[src/rtl/regfile_wr_sched_if.sv]
// Write-request and register-file port bundle for regfile_wr_sched.
// The master side drives the requests; the slave side is the scheduler.
interface regfile_wr_sched_if #(
    parameter int unsigned NREQ = 3,
    parameter int unsigned DW   = 32,
    parameter int unsigned AW   = 4
);
    logic [NREQ-1:0]    req;
    logic [NREQ*AW-1:0] waddr;
    logic [NREQ*DW-1:0] wdata;
    logic [NREQ-1:0]    gnt;
    logic               clrall;
    logic               clrall_busy;
    logic               clrall_done;
    logic [DW-1:0]      rf_data;
    logic [AW-1:0]      rf_regen;
    logic [AW-1:0]      rf_regclr;
    logic               rf_rfe;

    modport master (
        output req, waddr, wdata, clrall,
        input  gnt, clrall_busy, clrall_done, rf_data, rf_regen, rf_regclr, rf_rfe
    );

    modport slave (
        input  req, waddr, wdata, clrall,
        output gnt, clrall_busy, clrall_done, rf_data, rf_regen, rf_regclr, rf_rfe
    );
endinterface

[src/rtl/regfile_wr_sched.sv]
// Write-port scheduler for a 16x32 register file: one grant per cycle plus a clear-all sweep.
// Define RF_SCHED_RR_EN for round-robin arbitration; otherwise the lowest index wins.
module regfile_wr_sched #(
    parameter int unsigned NREQ = 3,
    parameter int unsigned DW   = 32,
    parameter int unsigned AW   = 4
) (
    input  logic              clk_i,
    input  logic              rst_ni,
    regfile_wr_sched_if.slave bus
);
    localparam int unsigned IW = (NREQ > 1) ? $clog2(NREQ) : 1;

    typedef enum logic [1:0] {StIdle, StWrite, StSweep} state_e;

    state_e          state_q, state_d;
    logic [NREQ-1:0] gnt_q, gnt_d;
    logic            rfe_q, rfe_d;
    logic [DW-1:0]   data_q, data_d;
    logic [AW-1:0]   regen_q, regen_d;
    logic [AW-1:0]   idx_q, idx_d;
    logic            busy_q, busy_d;
    logic            done_q, done_d;

    logic [NREQ-1:0] elig;
    logic            found;
    logic [IW-1:0]   win;

`ifdef RF_SCHED_RR_EN
    logic [IW-1:0]   ptr_q, ptr_d;
    logic [IW:0]     cand;

    // Search starts at the pointer and wraps modulo NREQ.
    always_comb begin
        elig  = bus.req & ~gnt_q;
        found = 1'b0;
        win   = '0;
        cand  = '0;
        for (int unsigned o = 0; o < NREQ; o++) begin
            cand = {1'b0, ptr_q} + (IW + 1)'(o);
            if (cand >= (IW + 1)'(NREQ)) begin
                cand = cand - (IW + 1)'(NREQ);
            end
            if (!found && elig[cand[IW-1:0]]) begin
                found = 1'b1;
                win   = cand[IW-1:0];
            end
        end
    end
`else
    always_comb begin
        elig  = bus.req & ~gnt_q;
        found = 1'b0;
        win   = '0;
        for (int unsigned i = 0; i < NREQ; i++) begin
            if (!found && elig[i]) begin
                found = 1'b1;
                win   = IW'(i);
            end
        end
    end
`endif

    always_comb begin
        state_d = state_q;
        gnt_d   = '0;
        rfe_d   = 1'b1;
        data_d  = data_q;
        regen_d = regen_q;
        idx_d   = idx_q;
        busy_d  = 1'b0;
        done_d  = 1'b0;
`ifdef RF_SCHED_RR_EN
        ptr_d   = ptr_q;
`endif
        unique case (state_q)
            StSweep: begin
                data_d = '0;
                if (idx_q == '1) begin
                    state_d = StIdle;
                    done_d  = 1'b1;
                    idx_d   = '0;
                end else begin
                    rfe_d   = 1'b0;
                    busy_d  = 1'b1;
                    idx_d   = idx_q + 1'b1;
                    regen_d = idx_q + 1'b1;
                end
            end
            StIdle, StWrite: begin
                if (bus.clrall) begin
                    // Clear-all beats any pending request; requests simply wait.
                    state_d = StSweep;
                    rfe_d   = 1'b0;
                    busy_d  = 1'b1;
                    data_d  = '0;
                    regen_d = '0;
                    idx_d   = '0;
                end else if (found) begin
                    state_d    = StWrite;
                    gnt_d[win] = 1'b1;
                    rfe_d      = 1'b0;
                    regen_d    = bus.waddr[win*AW +: AW];
                    data_d     = bus.wdata[win*DW +: DW];
`ifdef RF_SCHED_RR_EN
                    ptr_d      = (win == IW'(NREQ - 1)) ? '0 : win + 1'b1;
`endif
                end else begin
                    state_d = StIdle;
                end
            end
            default: state_d = StIdle;
        endcase
    end

    always_ff @(posedge clk_i or negedge rst_ni) begin
        if (!rst_ni) begin
            state_q <= StIdle;
            gnt_q   <= '0;
            rfe_q   <= 1'b1;
            data_q  <= '0;
            regen_q <= '0;
            idx_q   <= '0;
            busy_q  <= 1'b0;
            done_q  <= 1'b0;
        end else begin
            state_q <= state_d;
            gnt_q   <= gnt_d;
            rfe_q   <= rfe_d;
            data_q  <= data_d;
            regen_q <= regen_d;
            idx_q   <= idx_d;
            busy_q  <= busy_d;
            done_q  <= done_d;
        end
    end

`ifdef RF_SCHED_RR_EN
    always_ff @(posedge clk_i or negedge rst_ni) begin
        if (!rst_ni) begin
            ptr_q <= '0;
        end else begin
            ptr_q <= ptr_d;
        end
    end
`endif

    // Clear select mirrors enable so the shared RFE only ever touches the target register.
    assign bus.gnt         = gnt_q;
    assign bus.rf_rfe      = rfe_q;
    assign bus.rf_data     = data_q;
    assign bus.rf_regen    = regen_q;
    assign bus.rf_regclr   = regen_q;
    assign bus.clrall_busy = busy_q;
    assign bus.clrall_done = done_q;
endmodule

[src/flat_wrapper.sv]
// flat-port wrapper written by rule: the top's interface ports become plain ports
module regfile_wr_sched_flat 
#(
    parameter int unsigned NREQ = 3,
    parameter int unsigned DW   = 32,
    parameter int unsigned AW   = 4
)
  (clk_i, rst_ni, bus_req, bus_waddr, bus_wdata, bus_clrall, bus_gnt, bus_clrall_busy, bus_clrall_done, bus_rf_data, bus_rf_regen, bus_rf_regclr, bus_rf_rfe);
  regfile_wr_sched_if #(.NREQ(NREQ), .DW(DW), .AW(AW)) bus_i ();
  input  logic clk_i;
  input  logic rst_ni;
  input wire logic [$bits(bus_i.req)-1:0] bus_req;
  input wire logic [$bits(bus_i.waddr)-1:0] bus_waddr;
  input wire logic [$bits(bus_i.wdata)-1:0] bus_wdata;
  input wire logic [$bits(bus_i.clrall)-1:0] bus_clrall;
  output wire logic [$bits(bus_i.gnt)-1:0] bus_gnt;
  output wire logic [$bits(bus_i.clrall_busy)-1:0] bus_clrall_busy;
  output wire logic [$bits(bus_i.clrall_done)-1:0] bus_clrall_done;
  output wire logic [$bits(bus_i.rf_data)-1:0] bus_rf_data;
  output wire logic [$bits(bus_i.rf_regen)-1:0] bus_rf_regen;
  output wire logic [$bits(bus_i.rf_regclr)-1:0] bus_rf_regclr;
  output wire logic [$bits(bus_i.rf_rfe)-1:0] bus_rf_rfe;
  assign bus_i.req = bus_req;
  assign bus_i.waddr = bus_waddr;
  assign bus_i.wdata = bus_wdata;
  assign bus_i.clrall = bus_clrall;
  assign bus_gnt = bus_i.gnt;
  assign bus_clrall_busy = bus_i.clrall_busy;
  assign bus_clrall_done = bus_i.clrall_done;
  assign bus_rf_data = bus_i.rf_data;
  assign bus_rf_regen = bus_i.rf_regen;
  assign bus_rf_regclr = bus_i.rf_regclr;
  assign bus_rf_rfe = bus_i.rf_rfe;
  regfile_wr_sched #(.NREQ(NREQ), .DW(DW), .AW(AW)) u_core (.clk_i(clk_i), .rst_ni(rst_ni), .bus(bus_i));
endmodule
[config.mk]
export PLATFORM = sky130hd
export DESIGN_NAME = regfile_wr_sched_flat
export DESIGN_NICKNAME = d
export VERILOG_FILES = /design/src/rtl/regfile_wr_sched_if.sv /design/src/rtl/regfile_wr_sched.sv /design/src/flat_wrapper.sv
export SDC_FILE = /design/constraint.sdc
export NUM_CORES = 1
export LEC_CHECK = 0
export CORE_MARGIN = 5
export CORE_UTILIZATION = 38
export DETAILED_ROUTE_END_ITERATION = 12
export GPL_TIMING_DRIVEN = 0
export PLACE_DENSITY_LB_ADDON = 0.3
export SYNTH_ARGS = -nofsm -noshare
export SYNTH_HDL_FRONTEND = slang
export SYNTH_SLANG_ARGS = --single-unit
[constraint.sdc]
create_clock -name clk_i -period 1.9 [get_ports clk_i]
set_input_delay 0.38 -clock clk_i [delete_from_list [all_inputs] [get_ports clk_i]]
set_output_delay 0.38 -clock clk_i [all_outputs]
set_load 0.02 [all_outputs]
==> results.json, run 1 <==
{
  "syn_nets": 427,
  "max_cap_violations": 0,
  "viasPerCell": 5.48,
  "clk_latency_ns": 0.30,
  "global_route.overflow_total": 0,
  "n_antenna_cell": 0,
  "timing_hold_violations_final": 0,
  "synthDistinctLibCells": 40,
  "synth_ff_type": "sky130_fd_sc_hd__dfrtp_1",
  "setup.worst_path.end_class": "register",
  "post-synth-top-area-fraction": 0.425,
  "mean_cell_area_of_the_mapped_netlist_sq_um": 8.87,
  "slew_headroom": 0.586,
  "timing.critical_path.required_ns": 2.12,
  "crit_fanout": 10,
  "p_comb_frac": 0.552,
  "yosys-top-cells-area": "sky130_fd_sc_hd__dfrtp_1 43%, sky130_fd_sc_hd__o32ai_1 10%, sky130_fd_sc_hd__a211oi_1 8.7%",
  "1st_iter_drt_viols": 92,
  "leakagePower_nw": 2.05,
  "fin_ws_ns": 0.0537,
  "clock_tree.root_cell": "sky130_fd_sc_hd__clkbuf_8",
  "floorplan.initialDensity": 0.386,
  "tritoncts_sinks": 48,
  "floorplan.die.height_um": 95.3,
  "fin_nets": 602,
  "power-per-cell-area_nw_per_um2": 944,
  "io_buffers": 159,
  "routed-via-count": 3219,
  "fp.dieArea_sq_um": 9090,
  "cts_tree": "yes",
  "routedWlPerCell_um": 18.9,
  "setup_viol": 0,
  "dpl.cell_count": 571,
  "pin_count_of_the_biggest_net_entering_global_routing": 26,
  "mappedNetlistArea_sq_um": 2770,
  "finalClockSkew_ns": 0.00885,
  "grt.total_usage": 0.230,
  "path_clk_slew_ns": 0.10,
  "worst_path_arrival_ns": 2.06,
  "power.ir.vdd_worst_v": 0.000498,
  "clock_path_buffers": 2,
  "post-route-drc-count": 0,
  "numCtsBuffers": 5,
  "slew_at_the_pin_with_the_worst_max_slew_slack_ns": 0.621,
  "status": "completed",
  "grt_antenna_before_repair": 0,
  "finish.cell_count_without_fillers": 587,
  "async_reset_ff_frac": 1.00,
  "layout-area-overhead-vs-synth_pct": 78.5,
  "coreArea_sq_um": 7180,
  "final.hold.worst_slack_ns": 0.0768,
  "synth_top_cell_by_area": "sky130_fd_sc_hd__dfrtp_1",
  "wirelength_um": 11100,
  "synth.yosys.warnings": 0,
  "dr.pass1.iters": 4,
  "net-switching-power_w": 0.00180,
  "die_width_um": 95.3,
  "post_route_cells_drive_above_1_share": 0.164,
  "global_route_wire_length_before_repair_um": 16400,
  "internal_power_w": 0.00286,
  "cts-hold-fix-buffers": 0,
  "netlist_top_cells_count": "47 x sky130_fd_sc_hd__dfrtp_1, 37 x sky130_fd_sc_hd__nor2_1, 36 x sky130_fd_sc_hd__inv_1",
  "fin_tns_setup_ns": 0,
  "n_fill_cell": 547,
  "critPathLaunchType": "input port",
  "finalCritPeriodShare": 0.972,
  "htree_num_levels": 2,
  "placement_rows": 31,
  "post-route-min-period_ns": 1.85,
  "number_of_synthesized_register_bits": 48,
  "detailedPlace.worstSlack_ns": -0.532,
  "critical_path_class": "in2reg",
  "finalWeightedCongestion": 0.772,
  "synthesis.instances": 312,
  "place_hpwl_um": 7890,
  "design.portCount": 160,
  "switch_share": 0.386,
  "drt.antenna.violating_nets": 0,
  "grt_pass1_vias": 3222,
  "sequential_share_of_the_synthesized_area": 0.435,
  "min_path_type": "in2async",
  "clock_power_share": 0.129,
  "finalMaxSlewViolations": 0,
  "yosys.cell_count.top_type": "sky130_fd_sc_hd__dfrtp_1",
  "synth-edff-count": 0,
  "max_clock_freq_mhz": 542,
  "power.sequential.fraction": 0.319,
  "fin_util": 0.688
}
-- critical path: stages --
cell                              delay, ns
sky130_fd_sc_hd__clkdlybuf4s50_1       0.41
sky130_fd_sc_hd__nor2b_1               0.14
sky130_fd_sc_hd__buf_6                 0.14
sky130_fd_sc_hd__or3_1                 0.36
sky130_fd_sc_hd__buf_6                 0.16
sky130_fd_sc_hd__a311o_1               0.28
sky130_fd_sc_hd__a31oi_1               0.19
-- flip-flops by register name, summed over array words and instances (netlist names) --
signal	flops
u_core.bus.gnt	3
u_core.state_q	2
u_core.bus.rf_regclr	4
u_core.bus.clrall_done	1
u_core.bus.rf_data	32
u_core.bus.rf_rfe	1
u_core.idx_q	4
u_core.bus.clrall_busy	1
-- through the flow --
step	total power (W)	area, sq um
after floorplan	0.00268	2770
after global placement	0.00368	4480
after detailed placement	0.00374	4500
after CTS	0.00443	4670
after global routing	0.00492	4940
final	0.00466	4940
-- what timing repair did --
item / 4_1_cts / 5_1_grt
cloned: 0 / 1
endpoints found under the setup margin: 34 / 33
buffers inserted: 4 / 3
gates resized for setup: 18 / 63
pin swaps: 2 / 3
hold endpoints to repair: 0 / 0
-- path summary, 6_finish.rpt --
| check | slack [ns] | cells after the start | endpoint | start |
|---|---|---|---|---|
| worst max-delay path | 0.05 | 7 | u_core.bus.rf_regclr[0] | bus_req[0] |
| worst min-delay path | 0.08 | 1 | u_core.bus.rf_data[1] | rst_ni |
| worst max register to register | 0.07 | 6 | u_core.bus.rf_data[30] | u_core.idx_q[1] |
| worst min register to register | 0.52 | 2 | u_core.bus.rf_data[14] | u_core.bus.rf_data[14] |
| max in group asynchronous | 1.18 | 2 | u_core.bus.rf_rfe | rst_ni |
| min in group clk_i | 0.52 | 2 | u_core.bus.rf_data[14] | u_core.bus.rf_data[14] |
-- cells by family (layout without fill, tap and decap cells) --
| logic type | count (synthesis) | count (layout) | synth area share |
|---|---|---|---|
| and+or+nand+nor | 103 | 103 | 0.194 |
| xor gates and xnor gates | 3 | 3 | 0.00950 |
| DFF | 48 | 48 | 0.435 |
| adders and majority gates | 1 | 1 | 0.00452 |
| buffers and inverters | 68 | 244 | 0.106 |
| AOI/OAI and AO/OA | 89 | 89 | 0.252 |
-- area by class of cell --
| type | count | area [sq um] | share of cell area |
|---|---|---|---|
| Timing Repair Buffer | 168 | 1680 | 0.341 |
| Multi-Input combinational cell | 196 | 1470 | 0.298 |
| Sequential cell | 48 | 1200 | 0.244 |
| Buffer | 32 | 238 | 0.0481 |
| Inverter | 36 | 135 | 0.0274 |
| Tap cell | 99 | 124 | 0.0251 |
| Clock buffer | 7 | 76.3 | 0.0155 |
| Clock inverter | 1 | 5.00 | 0.00101 |
-- layout by cell type (no fill, tap or decap), types with 13 or more instances in the layout --
cell,count
sky130_fd_sc_hd__dfrtp_1,47
sky130_fd_sc_hd__buf_4,14
sky130_fd_sc_hd__o32ai_2,13
sky130_fd_sc_hd__inv_1,36
sky130_fd_sc_hd__a211oi_1,23
sky130_fd_sc_hd__clkdlybuf4s50_1,158
sky130_fd_sc_hd__nor2_1,32
sky130_fd_sc_hd__o32ai_1,19
sky130_fd_sc_hd__and3_1,32
-- power by group through the flow --
stage | sequential (W) | clock (W) | combinational (W)
detailed placement | 0.00150 | 0 | 0.00224
global route | 0.00152 | 0.000654 | 0.00274
finish | 0.00149 | 0.000603 | 0.00257
CTS | 0.00148 | 0.000620 | 0.00233
floorplan | 0.00174 | 0 | 0.000941
global placement | 0.00148 | 0 | 0.00220
-- routing by layer --
layer | up-vias | GRT usage | wire [um]
met5 | - | 0 | 0
met4 | 0 | 0.0661 | 200
met1 | 1546 | 0.298 | 4580
li1 | 1493 | - | -
met3 | 20 | 0.0497 | 909
met2 | 160 | 0.386 | 5390
(Power assumes the default switching activity.)
==> run 2: changes to the inputs <==
--- a/config.mk
+++ b/config.mk
@@ -13,3 +13,4 @@
 export SYNTH_ARGS = -nofsm -noshare
 export SYNTH_HDL_FRONTEND = slang
 export SYNTH_SLANG_ARGS = --single-unit
+export TNS_END_PERCENT = 20
==> results.json, run 2 (synthesis results as in run 1) <==
{
  "design.portCount": 160,
  "crit_path_leading_delay_family": "compound AO/OA/AOI/OAI gates",
  "placement_rows": 31,
  "cts_tree": "yes",
  "floorplan.die.height_um": 95.3,
  "clock_tree.root_cell": "sky130_fd_sc_hd__clkbuf_8",
  "fin_ws_ns": 0.0356,
  "setup.worst_path.end_class": "register",
  "path_cells": "ha_2 > and3_2 > o21ai_4 > nand3_4 > buf_6 > o32ai_1",
  "place_hpwl_um": 7890,
  "fp.dieArea_sq_um": 9090,
  "n_fill_cell": 561,
  "final.hold.worst_slack_ns": 0.0766,
  "post-route-min-period_ns": 1.86,
  "grt.total_usage": 0.230,
  "die_width_um": 95.3,
  "regToRegEndpoint": "u_core.bus.rf_data[9]",
  "layout.cells.most_common": "sky130_fd_sc_hd__clkdlybuf4s50_1",
  "clock_path_buffers": 2,
  "wirelength_um": 10800,
  "leakagePower_nw": 2.01,
  "ff_latch_area_sq_um": 1200,
  "worst_path_arrival_ns": 2.06,
  "power-per-cell-area_nw_per_um2": 941,
  "post-route-drc-count": 0,
  "grt_antenna_before_repair": 0,
  "n_antenna_cell": 0,
  "tritoncts_sinks": 48,
  "critical_path_class": "reg2reg",
  "max_cap_violations": 0,
  "worst-path-buf-inv": 1,
  "layout.cells.most_common_list": "158 x sky130_fd_sc_hd__clkdlybuf4s50_1, 47 x sky130_fd_sc_hd__dfrtp_1, 36 x sky130_fd_sc_hd__inv_1, 33 x sky130_fd_sc_hd__nor2_1, 32 x sky130_fd_sc_hd__and3_1",
  "1st_iter_drt_viols": 103,
  "finalWeightedCongestion": 0.772,
  "dr.pass1.iters": 4,
  "routed-via-count": 3137,
  "path_clk_slew_ns": 0.09,
  "setup_repair_after_global_routing_missed_its_margin": "true",
  "power.ir.vdd_worst_v": 0.000471,
  "detailedPlace.worstSlack_ns": -0.532,
  "finalCritPeriodShare": 0.981,
  "timing.critical_path.required_ns": 2.09,
  "timing_hold_violations_final": 0,
  "pin_count_of_the_biggest_net_entering_global_routing": 26,
  "drt.antenna.violating_nets": 0,
  "r2r_cells": 6,
  "routedWlPerCell_um": 18.6,
  "global_route.overflow_total": 0,
  "numCtsBuffers": 5,
  "multi_input_area_sq_um": 1430,
  "slew_at_the_pin_with_the_worst_max_slew_slack_ns": 0.620,
  "clk_latency_ns": 0.30,
  "coreArea_sq_um": 7180,
  "min_path_type": "in2async",
  "regToRegSetupSlack_ns": 0.04,
  "status": "completed",
  "grt_pass1_vias": 3222,
  "setup_viol": 0,
  "largest_register_ffs": 32,
  "fin_nets": 599,
  "post_route_cells_drive_above_1_share": 0.144,
  "finalMaxSlewViolations": 0,
  "floorplan.initialDensity": 0.386,
  "slew_headroom": 0.586,
  "io_buffers": 159,
  "timing.critical_path.slowest_stage_cell": "sky130_fd_sc_hd__dfrtp_1",
  "timing.rr.start": "u_core.idx_q[1]",
  "htree_num_levels": 2,
  "finalClockSkew_ns": 0.00945,
  "max_clock_freq_mhz": 536,
  "global_route_wire_length_before_repair_um": 16400,
  "critPathLaunchType": "register",
  "layout-area-overhead-vs-synth_pct": 74.9,
  "crit_fanout": 10,
  "cp_slowest_stage_delay_ns": 0.44,
  "viasPerCell": 5.37
}
==> run 2: changes by cell type in the layout (fill, tap and decap cells not counted), moves of 2 or more <==
cell	previous run	this run
sky130_fd_sc_hd__o32ai_2	13	10
sky130_fd_sc_hd__buf_8	3	1
sky130_fd_sc_hd__clkbuf_2	3	1
sky130_fd_sc_hd__a211oi_1	23	25
sky130_fd_sc_hd__o32ai_1	19	22
sky130_fd_sc_hd__a211oi_2	9	7
==> run 2: cell type report <==
| class | instances | area share |
|---|---|---|
| inverters | 36 | 0.0279 |
| clock inverters | 1 | 0.00103 |
| well taps | 99 | 0.0256 |
| plain buffers | 32 | 0.0458 |
| repair buffers | 165 | 0.340 |
| flip-flops and latches | 48 | 0.249 |
| multi-input cells | 196 | 0.295 |
| clock buffers | 7 | 0.0158 |
==> run 2: power by group <==
part           total (W)  internal (W)  switching [W]  leakage, nW
Combinational    0.00246       0.00124        0.00122         1.33
Sequential       0.00149       0.00129       0.000195        0.637
Clock           0.000601      0.000259       0.000341       0.0422
==> run 2: how the worst max path moves through the flow <==
stage                          startpoint                      to  slack [ns]  depth (start not counted)
after global routing      u_core.idx_q[1]   u_core.bus.rf_data[9]       -0.03                          6
final                     u_core.idx_q[1]   u_core.bus.rf_data[9]        0.04                          6
after detailed placement       bus_req[2]   u_core.bus.rf_data[9]       -0.53                          6
after CTS                      bus_req[0]   u_core.bus.rf_data[9]       -0.02                          8
after floorplan           u_core.idx_q[0]  u_core.bus.rf_data[11]        0.15                          6
after global placement             rst_ni  u_core.bus.clrall_done       -1.03                          1
==> run 2: timing repair <==
item | CTS | global route
hold buffers | 0 | 0
buffers inserted | 4 | 1
resized for setup | 18 | 49
pin swaps | 2 | 1
endpoints found under the setup margin | 34 | 33
==> run 2: metal layers <==
layer | vias up | part of all wire | track usage
li1 | 1482 | - | -
met1 | 1498 | 0.41 | 0.298
met2 | 135 | 0.48 | 0.386
met3 | 22 | 0.086 | 0.0497
met4 | 0 | 0.018 | 0.0661
met5 | - | 0 | 0
==> run 2: metrics by stage <==
stage,total power [W],setup TNS [ns],cells,utilization,area [sq um]
6_report,0.00455,0,584,0.674,4840
5_1_grt,0.00481,-0.149,584,0.674,4840
4_1_cts,0.00443,-0.0456,583,0.650,4670
3_5_place_dp,0.00374,-17.04,571,0.627,4500
3_3_place_gp,0.00368,-64.15,570,0.625,4480
2_1_floorplan,0.00268,0,312,-,2770
